`src/rtl/fetch_pkg.sv`:
```
// Shared fetch/decode definitions: FSM state encoding, queue entry layout,
// RV opcodes used by static prediction and immediate extraction helpers.
package fetch_pkg;

    localparam int INSTR_W = 32;
    localparam int XLEN    = 64;

    localparam logic [6:0] OPC_JAL    = 7'b1101111;
    localparam logic [6:0] OPC_BRANCH = 7'b1100011;

    typedef enum logic [1:0] {
        ST_IDLE,
        ST_REQ,
        ST_WAIT,
        ST_DISCARD
    } fetch_state_t;

    typedef struct packed {
        logic [INSTR_W-1:0] instr;
        logic [XLEN-1:0]    pc;
        logic               taken;
    } fetch_entry_t;

    // B-type immediate, sign-extended to XLEN
    function automatic logic [XLEN-1:0] imm_b(input logic [INSTR_W-1:0] i);
        return {{(XLEN-12){i[31]}}, i[7], i[30:25], i[11:8], 1'b0};
    endfunction

    // J-type immediate, sign-extended to XLEN
    function automatic logic [XLEN-1:0] imm_j(input logic [INSTR_W-1:0] i);
        return {{(XLEN-20){i[31]}}, i[19:12], i[20], i[30:21], 1'b0};
    endfunction

endpackage

```
`src/rtl/fetch_queue.sv`:
```
// Circular instruction FIFO with flush. Head/tail pointers wrap modulo DEPTH
// (DEPTH is a power of two, so natural pointer overflow is the wrap).
// Push and pop in the same cycle are allowed even when full.
module fetch_queue
    import fetch_pkg::*;
#(
    parameter  int DEPTH = 4,
    localparam int CW    = $clog2(DEPTH) + 1
) (
    input  logic          clk,
    input  logic          reset,
    input  logic          flush,
    input  logic          push,
    input  fetch_entry_t  push_data,
    input  logic          pop,
    output logic          head_valid,
    output fetch_entry_t  head_data,
    output logic [CW-1:0] count
);

    localparam int PW = $clog2(DEPTH);

    fetch_entry_t  slots_q [DEPTH];
    logic [PW-1:0] head_q, head_d;
    logic [PW-1:0] tail_q, tail_d;
    logic [CW-1:0] count_q, count_d;

    // Pointer and occupancy next-state; flush empties the queue outright
    always_comb begin
        // NOTE: every output gets a default first so no path leaves it unassigned (no latch).
        head_d  = head_q;
        tail_d  = tail_q;
        count_d = count_q;
        if (flush) begin
            head_d  = '0;
            tail_d  = '0;
            count_d = '0;
        end else begin
            if (push) tail_d = tail_q + 1'b1;
            if (pop)  head_d = head_q + 1'b1;
            count_d = count_q + CW'(push) - CW'(pop);
        end
    end

    // Pointer/count registers with synchronous reset
    always_ff @(posedge clk) begin
        // NOTE: non-blocking assignments so every flop samples pre-edge values.
        if (reset) begin
            head_q  <= '0;
            tail_q  <= '0;
            count_q <= '0;
        end else begin
            head_q  <= head_d;
            tail_q  <= tail_d;
            count_q <= count_d;
        end
    end

    // Entry storage write port
    always_ff @(posedge clk) begin
        // NOTE: storage is not reset; count gates visibility, so stale slots are never read.
        if (push && !flush) slots_q[tail_q] <= push_data;
    end

    assign head_valid = (count_q != '0);
    assign head_data  = slots_q[head_q];
    assign count      = count_q;

endmodule

```
`src/rtl/fetch_unit.sv`:
```
// Instruction fetch front end. One outstanding memory read at a time; returned
// words are queued and presented to decode over valid/ready.
// Optional static prediction enabled by defining FETCH_STATIC_PREDICT_EN.
module fetch_unit
    import fetch_pkg::*;
#(
    parameter int          QUEUE_DEPTH = 4,
    parameter logic [63:0] RESET_PC    = 64'h0
) (
    input  logic        clk,
    input  logic        reset,
    output logic        mem_req_valid,
    input  logic        mem_req_ready,
    output logic [63:0] mem_req_addr,
    input  logic        mem_resp_valid,
    input  logic [31:0] mem_resp_data,
    input  logic        redirect_valid,
    input  logic [63:0] redirect_pc,
    output logic        out_valid,
    input  logic        out_ready,
    output logic [31:0] instruction,
    output logic [63:0] pc,
    output logic        branch_taken
);

    localparam int            CW          = $clog2(QUEUE_DEPTH) + 1;
    localparam logic [CW-1:0] DEPTH_C     = CW'(QUEUE_DEPTH);
    localparam logic [CW-1:0] LAST_SLOT_C = CW'(QUEUE_DEPTH - 1);

    fetch_state_t  state_q, state_d;
    logic [63:0]   fetch_pc_q, fetch_pc_d;

    logic          q_push, q_pop, q_flush, q_head_valid;
    fetch_entry_t  q_push_data, q_head_data;
    logic [CW-1:0] q_count;

    logic          pred_taken;
    logic [63:0]   next_pc;

    // Prediction of the word being returned, evaluated at push time
    always_comb begin
        pred_taken = 1'b0;
        next_pc    = fetch_pc_q + 64'd4;
`ifdef FETCH_STATIC_PREDICT_EN
        if (mem_resp_data[6:0] == OPC_JAL) begin
            pred_taken = 1'b1;
            next_pc    = fetch_pc_q + imm_j(mem_resp_data);
        end else if (mem_resp_data[6:0] == OPC_BRANCH && mem_resp_data[31]) begin
            pred_taken = 1'b1;
            next_pc    = fetch_pc_q + imm_b(mem_resp_data);
        end
`endif
    end

    // Fetch FSM next-state; redirect overrides everything else in the cycle
    always_comb begin
        state_d    = state_q;
        fetch_pc_d = fetch_pc_q;
        q_push     = 1'b0;
        q_flush    = 1'b0;
        if (redirect_valid) begin
            q_flush    = 1'b0 | 1'b1;
            fetch_pc_d = redirect_pc;
            unique case (state_q)
                // An outstanding read must still be swallowed, unless it lands this very cycle.
                ST_WAIT, ST_DISCARD: state_d = mem_resp_valid ? ST_IDLE : ST_DISCARD;
                default:             state_d = ST_IDLE;
            endcase
        end else begin
            unique case (state_q)
                ST_IDLE: begin
                    if (q_count < DEPTH_C) state_d = ST_REQ;
                end
                ST_REQ: begin
                    if (mem_req_ready) state_d = ST_WAIT;
                end
                ST_WAIT: begin
                    if (mem_resp_valid) begin
                        q_push     = 1'b1;
                        fetch_pc_d = next_pc;
                        // Skip IDLE when a slot is still free so a single-cycle memory
                        // sustains one instruction every two cycles.
                        state_d    = (q_count < LAST_SLOT_C || q_pop) ? ST_REQ : ST_IDLE;
                    end
                end
                ST_DISCARD: begin
                    if (mem_resp_valid) state_d = ST_IDLE;
                end
                default: state_d = ST_IDLE;
            endcase
        end
    end

    // FSM state and fetch address registers
    always_ff @(posedge clk) begin
        if (reset) begin
            state_q    <= ST_IDLE;
            fetch_pc_q <= RESET_PC;
        end else begin
            state_q    <= state_d;
            fetch_pc_q <= fetch_pc_d;
        end
    end

    // A redirect withdraws an unaccepted request in the same cycle
    assign mem_req_valid = (state_q == ST_REQ) && !redirect_valid;
    assign mem_req_addr  = fetch_pc_q;

    assign q_pop       = q_head_valid && out_ready && !redirect_valid;
    assign q_push_data = '{instr: mem_resp_data, pc: fetch_pc_q, taken: pred_taken};

    fetch_queue #(
        .DEPTH (QUEUE_DEPTH)
    ) u_queue (
        .clk        (clk),
        .reset      (reset),
        .flush      (q_flush),
        .push       (q_push),
        .push_data  (q_push_data),
        .pop        (q_pop),
        .head_valid (q_head_valid),
        .head_data  (q_head_data),
        .count      (q_count)
    );

    // Decode-side outputs are forced to zero whenever the head is not valid
    assign out_valid    = q_head_valid;
    assign instruction  = q_head_valid ? q_head_data.instr : 32'h0;
    assign pc           = q_head_valid ? q_head_data.pc    : 64'h0;
    assign branch_taken = q_head_valid && q_head_data.taken;

endmodule

```
`config.mk`:
```
export PLATFORM = sky130hd
export DESIGN_NAME = fetch_unit
export DESIGN_NICKNAME = d
export VERILOG_FILES = /design/src/rtl/fetch_pkg.sv /design/src/rtl/fetch_queue.sv /design/src/rtl/fetch_unit.sv
export SDC_FILE = /design/constraint.sdc
export NUM_CORES = 1
export LEC_CHECK = 0
export BUFFER_PORTS_ARGS = -buffer_cell sky130_fd_sc_hd__buf_2
export CAP_MARGIN = 5
export CORE_MARGIN = 5
export CORE_UTILIZATION = 45
export CTS_CLUSTER_DIAMETER = 50
export DETAILED_ROUTE_END_ITERATION = 16
export HOLD_SLACK_MARGIN = 0.03
export PLACE_DENSITY = 0.64
export SYNTH_ARGS = -nofsm -noshare
export SYNTH_HDL_FRONTEND = slang
export SYNTH_SLANG_ARGS = --single-unit
```
`constraint.sdc`:
```
create_clock -name clk -period 6.5 [get_ports clk]
set_input_delay 0.325 -clock clk [delete_from_list [all_inputs] [get_ports clk]]
set_output_delay 0.325 -clock clk [all_outputs]
set_load 0.05 [all_outputs]
```
; ---- Word level (Yosys, flattened, before mapping)
; Memories as Yosys holds them, arrays and structs flattened. A register that Yosys moved wholly into a read port is not among the register bits.
; Index checks and enable logic that the tools add are counted.
[classes]
reduce_logical = 16
n_mux = 22
n_addsub = 5
magnitude_cmp = 2
n_eq_ne = 7
[op_table]
columns = cell, n
row1 = 64-bit 2-to-1 mux, 4
row2 = 64-bit by 3-bit adder with 64-bit output (second input constant), 1
row3 = 32-bit 2-to-1 mux, 1
row4 = 2-bit 2-to-1 mux, 9
row5 = 3-bit inequality test (second input constant), 4
row6 = 2-bit case mux with 4 select lines, 1
row7 = 1-bit 2-to-1 mux, 7
row8 = 2-bit by 1-bit adder with 2-bit output (second input constant), 2
row9 = 2-bit == test (second input constant), 2
row10 = 1-bit logical AND, 4
row11 = 4-bit AND reduction, 1
row12 = 2-bit nonzero test, 2
row13 = 2-bit OR reduction, 2
row14 = 3-bit by 1-bit adder with 3-bit output, 1
row15 = 3-bit by 2-bit less-than comparator with 1-bit output (second input constant), 1
row16 = 3-bit less-than comparator (second input constant), 1
row17 = 3-bit nonzero test, 1
row18 = 3-bit by 1-bit subtractor with 3-bit output, 1
row19 = 2-bit by 1-bit == test with 1-bit output (second input constant), 1
row20 = 1-bit zero test, 2
row21 = 2-bit zero test, 1
row22 = 2-bit AND reduction, 1
row23 = 1-bit logical AND (second input constant), 1
row24 = 1-bit logical OR, 1
[word_totals]
output_inout_bits = 163
mem_bits_rw = 384
wordCells = 58
ff_bits = 73
inputBits = 102
mem_count = 1
[mem_list]
columns = memory, words, word_bits, rd, rd_clocked_by_memory_dff, write_ports, line_no
row1 = u_queue.slots_q, 4, 96, 1, 1, 1, fetch_queue.sv:23  ; fetch_entry_t slots_q [DEPTH];

; ---- Depth between registers and ports, before layout
; Gate-level depths: netlist (run 1).
[depth]
depth_word = 8
mapped_depth = 8
depth_no_buf = 8

; ---- By module
; From an unflattened synthesis (run 1), not the netlist that was laid out.
[unflattened]
cells_unflattened = 1181
hier_area_um2 = 19163.4
[modules_own_cells]
columns = module, cells_per_inst, n_inst, area_each_um2, seq_area_each_um2
row1 = fetch_queue, 553, 1, 14437.6, 11831.3
row2 = fetch_unit, 628, 1, 4725.8, 1321.3

; ---- Worst setup path after synthesis (run 1)
; No wires, ideal clock.
[synth_path]
kind = input to register
from = in redirect_valid
to = mem u_queue.slots_q[0][0] in the netlist's numbering (enable)
arrival_time_ps = 3275
required_time_ps = 6034
setup_ps = 466
stages = 4
path_buffers = 2
setup_slack_ps = 2758
path_cell_list = inv_1 clkbuf_1 clkbuf_1 and3_1
[synth_via]
elab_chain_cells = 5
elab_cells_between_ends = 6
classes_between = mux (4) / reduce/logical (2)
[synth_lines]
columns = item, line_no
row1 = "start, declared", fetch_unit.sv:17  ; input logic redirect_valid,
row2 = 1-bit 2-to-1 mux, fetch_unit.sv:61  ; if (redirect_valid) begin
row3 = 1-bit zero test, fetch_queue.sv:62  ; if (push && !flush) slots_q[tail_q] <= push_data;
row4 = 1-bit logical AND (*), fetch_queue.sv:62
row5 = 1-bit 2-to-1 mux (*), fetch_queue.sv:62
row6 = 1-bit 2-to-1 mux (implied by the code) (*), fetch_queue.sv:62
row7 = "end, declared", fetch_queue.sv:23
; Mark *: on every way between the ends. The rest lies on a longest branch, timed or not.

==> results of run 1 <==
[cell families (layout without fill, tap and decap cells)]
kind of cell,count (synthesis),after routing
DFF,459,459
and+or+nand+nor,371,371
muxes,104,104
AOI/OAI and AO/OA,100,100
buffers and inverters,85,473
xor gates and xnor gates,31,31
adders and majority gates,8,8
other,1,1
[critical path: cells and delay by family (launching register included)]
family | cells | cell delay, ps
muxes | 1 | 580
buffers and inverters | 2 | 980
and+or+nand+nor | 1 | 190
DFF | 1 | 1020
[worst max path at each step]
stage	startpoint	to	slack [ps]
global placement	redirect_valid	u_queue.slots_q[0][9]$_DFFE_PP_	2930
floorplan	redirect_valid	u_queue.slots_q[0][0]$_DFFE_PP_	2760
global route	register	pc[63]	2440
CTS	register	pc[47]	2590
detailed placement	redirect_valid	u_queue.slots_q[0][6]$_DFFE_PP_	2910
finish	register	pc[47]	2770
[flip-flops by register name, summed over array words and instances, names as in the netlist, named ones only]
name and count:
state_q 2, u_queue.slots_q 384, mem_req_addr 64, u_queue.head_q 2, u_queue.count 3, u_queue.tail_q 2
[repair_timing]
action                                 CTS  global route
setup endpoints to repair                0             0
endpoints found under the hold margin  180             0
hold buffers                            84             0
[synthesized netlist by cell type, types with 4 or more instances]
cell type  count
edfxtp_1     384
and2_1       101
mux4_2        96
dfxtp_1       75
nor2_1        72
nand2_1       42
clkbuf_1      38
nand3_1       29
nand4_1       26
o21ai_0       24
a211oi_1      21
xor2_1        20
inv_1         19
and3_1        16
a21oi_1       15
buf_2         12
xnor2_1       11
or3_1          9
mux2i_1        8
nor4_1         8
nor4b_1        8
ha_1           7
nor3_1         7
o2111a_1       7
a311oi_1       6
or4b_1         6
and4_1         5
a32oi_1        4
buf_1          4
buf_6          4
nor2b_1        4
nor3_2         4
nor3b_1        4
[power groups by stage]
stage / Combinational, mW / Clock (mW) / Sequential (mW)
global placement: 0.280 / 0 / 3.36
CTS: 0.324 / 3.14 / 3.30
global route: 0.343 / 3.27 / 3.31
detailed placement: 0.282 / 0 / 3.36
floorplan: 0.0930 / 0 / 3.43
finish: 0.324 / 3.08 / 3.30
[cell type report]
class                   instances  area (um2)  area share
clock buffers                  57        1319     0.05610
clock inverters                39       506.7     0.02156
inverters                      19       72.57    0.003087
multi-input cells             615        5654      0.2405
flip-flops and latches        459       13040      0.5547
well taps                     539       674.4     0.02869
repair buffers                358        2240     0.09528
[per-stage QoR]
step / std cells / power [mW] / hold WS, ps
floorplan: 1159 / 3.519 / 423.9
global placement: 1906 / 3.638 / 486.5
detailed placement: 1906 / 3.644 / 524.6
CTS: 2086 / 6.763 / 34.79
global route: 2086 / 6.924 / 37.21
finish: 2086 / 6.701 / 58.48
[per-layer routing]
layer	global-route usage	wire, um	vias to the layer above
li1	-	-	5270
met1	0.2763	20730	5857
met2	0.3259	22600	357
met3	0.03854	2444	72
met4	0.05745	1197	0
met5	0	0	-
==> impl_metrics.py, run 1 <==
metrics = {
    "synth": {
        "synth_compound_area_frac": 0.03978,
        "synth_xor_xnor_area_share": 0.01422,
        "yosysWarnings": 0,
        "synth_ff_type": "edfxtp_1",
        "ys_seq_area_frac": 0.6827,
        "syn-num-nets": 1269,
        "synth_area_per_cell_um2": 16.47,
        "synthDistinctLibCells": 72,
        "synth_mux_area_frac": 0.1174,
        "synth_top_area_frac": 0.6040,
        "synth_edf_count": 384,
        "synth-simple-area-share": 0.1178,
        "async_flop_share": 0,
        "synth_area_um2": 19090,
        "synth_top_family_by_area": "simple AND/OR/NAND/NOR gates",
        "synth_area_leaders": "edfxtp_1 60%, mux4_2 11%, dfxtp_1 7.9%",
        "yosys.area.top_type": "edfxtp_1",
        "synthCells": 1159,
        "synth-adder-area-share": 0.005636,
        "ys_seq_elements": 459,
    },
    "floorplanning": {
        "dieHeight_um": 216.0,
        "initial_utilization": 0.4551,
        "fp.dieW_um": 216.0,
        "num_rows": 75,
        "fp.coreArea_um2": 41950,
        "dieArea_um2": 46640,
        "io_pins": 265,
    },
    "placed_design": {
        "hpwlAfterDp_mm": 28.49,
        "gp_congestion": 0.7833,
        "port_buffers": 263,
        "pre_cts_ws_ps": 2906,
        "placed_cell_area_um2": 20840,
    },
    "setup_path": {
        "r2r_start": "state_q[1]$_SDFFE_PP0P_",
        "rr_worst_depth": 3,
        "cp.required_ps": 6170,
        "endpoint_kind": "output port",
        "reg2reg_slack_ps": 3580,
        "crit_path_top_delay_cell": "dfxtp_4",
        "worstPathArrival_ps": 3410,
        "cp_max_fo": 44,
        "cp_cell_sequence": "buf_4 > mux4_2 > and2_1 > buf_2",
        "start_kind": "register",
        "path_class": "reg -> out",
        "worst_path_largest_cell_delay_ps": 1020,
        "r2r_end": "u_queue.slots_q[0][7]$_DFFE_PP_",
    },
    "hold_path": {
        "min_path_cells": 3,
        "worstHoldStart": "redirect_pc[49]",
        "hold_class": "in -> reg",
        "min_to": "mem_req_addr[49]$_SDFFE_PP0P_",
    },
    "route": {
        "first_pass_iters": 5,
        "drc_errors": 0,
        "ant_nets": 0,
        "via_count": 11560,
        "via_per_inst": 5.540,
        "drt_iter0_drc": 862,
        "wl_per_cell_um": 22.52,
        "drt_wl_total_mm": 46.97,
    },
    "clock_network": {
        "cts_made_buffers": 51,
        "cts_tree": "built",
        "cts_buffer_depth": 3,
        "cts-resized-gates": 0,
        "clk-insertion-delay-late_ps": 600,
        "cts_setup_buffers": 0,
        "cts.sinks": 459,
        "htree_levels": 2,
        "clk_pin_slew_worst_paths_ps": 60,
        "cts-root-buf": "clkbuf_16",
    },
    "power": {
        "p_leak_nw": 8.378,
        "vdd_drop_max_mv": 0.2335,
        "swShare": 0.2220,
        "p_seq_frac": 0.493,
        "internal_power_mw": 5.213,
        "clkPwrFrac": 0.459,
        "switching_power_mw": 1.488,
        "pwr-share-comb": 0.048,
        "power_density_nw_per_um2": 285.1,
    },
    "global_route": {
        "antenna_found_initial": 0,
        "grt-ovfl-total": 0,
        "globalRouteTotalUtil": 0.1995,
        "grt_pass1_vias": 12140,
        "grt_pass1_wl_mm": 72.30,
        "grt_max_degree": 82,
    },
    "timing": {
        "worstMarginPinSlew_ps": 1007,
        "slew_violations": 0,
        "slew_headroom": 0.3284,
        "finalHoldViolCount": 0,
        "finalCritPeriodShare": 0.5740,
        "final.min_clock_period_ps": 3731,
        "finalClockSkew_ps": 19.57,
        "report.final.setup_viol": 0,
        "timing.setup.tns_ps": 0,
        "setup_slack_ps": 2769,
        "rsz0062_at_grt": "false",
        "fmax_ghz": 0.2680,
    },
    "final_layout": {
        "layout_common_cells": "384 x edfxtp_1, 263 x buf_2, 101 x and2_1",
        "final_core_util": 0.5604,
        "syn_to_final_growth_pct": 23.13,
        "n_fill_cell": 3351,
        "drive_gt1_frac": 0.3200,
        "design_area_um2": 23510,
        "final_common_cell": "edfxtp_1",
        "antenna_cells": 0,
        "layout.nets": 1614,
    },
    "outcome": {
        "run_status": "finished, final reports clean",
    },
    "flow_run": {
        "maxCapViolCount": 0,
    },
}
Power figures use the tool's default switching activity.
==> run 2: changes to the inputs <==
clock period = 3.88 ns   (was 6.5 ns; I/O delays follow)
==> run 2 against run 1 <==
- worst setup slack worse by 2000 ps
- sequential share of layout area is 0.33 points higher
- non-clock buffer count up 21
- largest power group unchanged
- utilization decreased by 0.33 points
- combinational power grew 72%
- count of clock-buffer cells in the layout up 8
- cell area decreased by 0.60%
- sequential power increased by 67%
- worst hold slack improved by 1.2 ps
- register-to-register slack got worse by 2300 ps
==> impl_metrics.py, run 2 (synthesized netlist as in run 1, its figures left out) <==
metrics = {
    "setup_path": {
        "cp_max_fo": 65,
        "path_class": "reg -> out",
        "start_kind": "register",
        "cp.required_ps": 3690,
        "worstPathArrival_ps": 2950,
        "endpoint_kind": "output port",
    },
    "floorplanning": {
        "io_pins": 265,
        "fp.coreArea_um2": 41950,
        "fp.dieW_um": 216.0,
        "initial_utilization": 0.4551,
        "dieHeight_um": 216.0,
        "dieArea_um2": 46640,
        "num_rows": 75,
    },
    "route": {
        "via_per_inst": 5.533,
        "drt_iter0_drc": 764,
        "ant_nets": 0,
        "wl_per_cell_um": 22.52,
        "drt_wl_total_mm": 47.22,
        "first_pass_iters": 5,
        "via_count": 11600,
        "drc_errors": 0,
    },
    "timing": {
        "slew_violations": 0,
        "hold_slack_ps": 59.70,
        "worstMarginPinSlew_ps": 809.4,
        "finalCritPeriodShare": 0.8108,
        "finalHoldViolCount": 0,
        "fmax_ghz": 0.3179,
        "slew_headroom": 0.4604,
        "timing.setup.tns_ps": 0,
        "rsz0062_at_grt": "false",
        "finalClockSkew_ps": 14.96,
        "setup_slack_ps": 733.9,
        "final.min_clock_period_ps": 3146,
        "report.final.setup_viol": 0,
    },
    "clock_network": {
        "cts_setup_buffers": 0,
        "cts-resized-gates": 0,
        "cts_made_buffers": 47,
        "htree_levels": 2,
        "cts_buffer_depth": 3,
        "holdBufCountCts": 96,
        "cts.sinks": 459,
        "clk_pin_slew_worst_paths_ps": 60,
        "cts-root-buf": "clkbuf_16",
        "cts_tree": "built",
        "clk-insertion-delay-late_ps": 550,
    },
    "final_layout": {
        "layout.nets": 1631,
        "syn_to_final_growth_pct": 22.40,
        "largest_reg_flops": 384,
        "drive_gt1_frac": 0.3089,
        "final_core_util": 0.5570,
        "design_area_um2": 23370,
        "final_common_cell": "edfxtp_1",
        "regMostFlops": "u_queue.slots_q",
        "layout_common_cells": "384 x edfxtp_1, 263 x buf_2, 101 x and2_1",
    },
    "global_route": {
        "antenna_found_initial": 3,
        "grt-ovfl-total": 0,
        "grt_max_degree": 66,
        "grt_pass1_vias": 11780,
        "grt_pass1_wl_mm": 72.05,
        "globalRouteTotalUtil": 0.1991,
    },
    "power": {
        "p_leak_nw": 8.305,
        "vdd_drop_max_mv": 0.3543,
        "power_density_nw_per_um2": 439.3,
    },
    "placed_design": {
        "pre_cts_ws_ps": 1242,
        "placed_cell_area_um2": 20970,
        "port_buffers": 263,
        "gp_congestion": 0.8080,
        "hpwlAfterDp_mm": 30.40,
    },
    "outcome": {
        "run_status": "finished, final reports clean",
    },
    "flow_run": {
        "maxCapViolCount": 0,
    },
    "hold_path": {
        "hold_class": "in -> reg",
    },
}
run 2: cell count changes in the layout (fill, tap and decap cells not counted), sizes merged:
| cell | before | now |
|---|---|---|
| buf | 274 | 283 |
| inv | 23 | 20 |
| bufinv | 10 | 0 |
| clkinv | 21 | 18 |
| diode | 0 | 1 |
| clkbuf | 57 | 65 |
| dlygate4sd3 | 84 | 96 |
| clkinvlp | 4 | 1 |
run 2: area by class of cell:
type	instances	area, um2
Inverter	19	72.57
Timing Repair Buffer	379	2490
Clock buffer	65	1326
Sequential cell	459	13040
Clock inverter	20	106.4
Tap cell	539	674.4
Fill cell	3307	18580
Antenna cell	1	2.502
Multi-Input combinational cell	615	5654
run 2: worst max-delay path, cell delays in order (launching register included):
cell,delay [ps]
dfxtp_1,340
nor3_1,370
clkinv_2,700
buf_4,510
and2_1,190
buf_2,210
run 2: layer usage:
| metal | vias to the layer above | track usage | wire length, um |
|---|---|---|---|
| met5 | - | 0 | 7 |
| met4 | 2 | 0.06127 | 1389 |
| met3 | 80 | 0.03756 | 2874 |
| met2 | 364 | 0.3103 | 22210 |
| met1 | 5864 | 0.2881 | 20750 |
| li1 | 5292 | - | - |
run 2: worst paths after layout:
kind / start / to / slack, ps / depth (start not counted)
max: u_queue.count[0]$_SDFF_PP0_ / pc[44] / 730 / 5
min: redirect_pc[41] / mem_req_addr[41]$_SDFFE_PP0P_ / 60 / 3
min reg2reg: u_queue.head_q[1]$_SDFFE_PP0P_ / register / 510 / 2
max reg2reg: mem_req_addr[29]$_SDFFE_PP0P_ / mem_req_addr[43]$_SDFFE_PP0P_ / 1290 / 5
run 2: report_power, final:
group	internal, mW	switching (mW)	leakage [nW]
Combinational	0.200	0.357	3.50
Sequential	5.40	0.127	4.10
Clock	2.39	1.80	0.702
run 2: metrics by stage:
| stage | power, mW | instances |
|---|---|---|
| after floorplan | 5.896 | 1159 |
| after global placement | 6.096 | 1915 |
| after detailed placement | 6.109 | 1915 |
| after CTS | 10.36 | 2096 |
| after global routing | 10.63 | 2097 |
| final | 10.27 | 2097 |
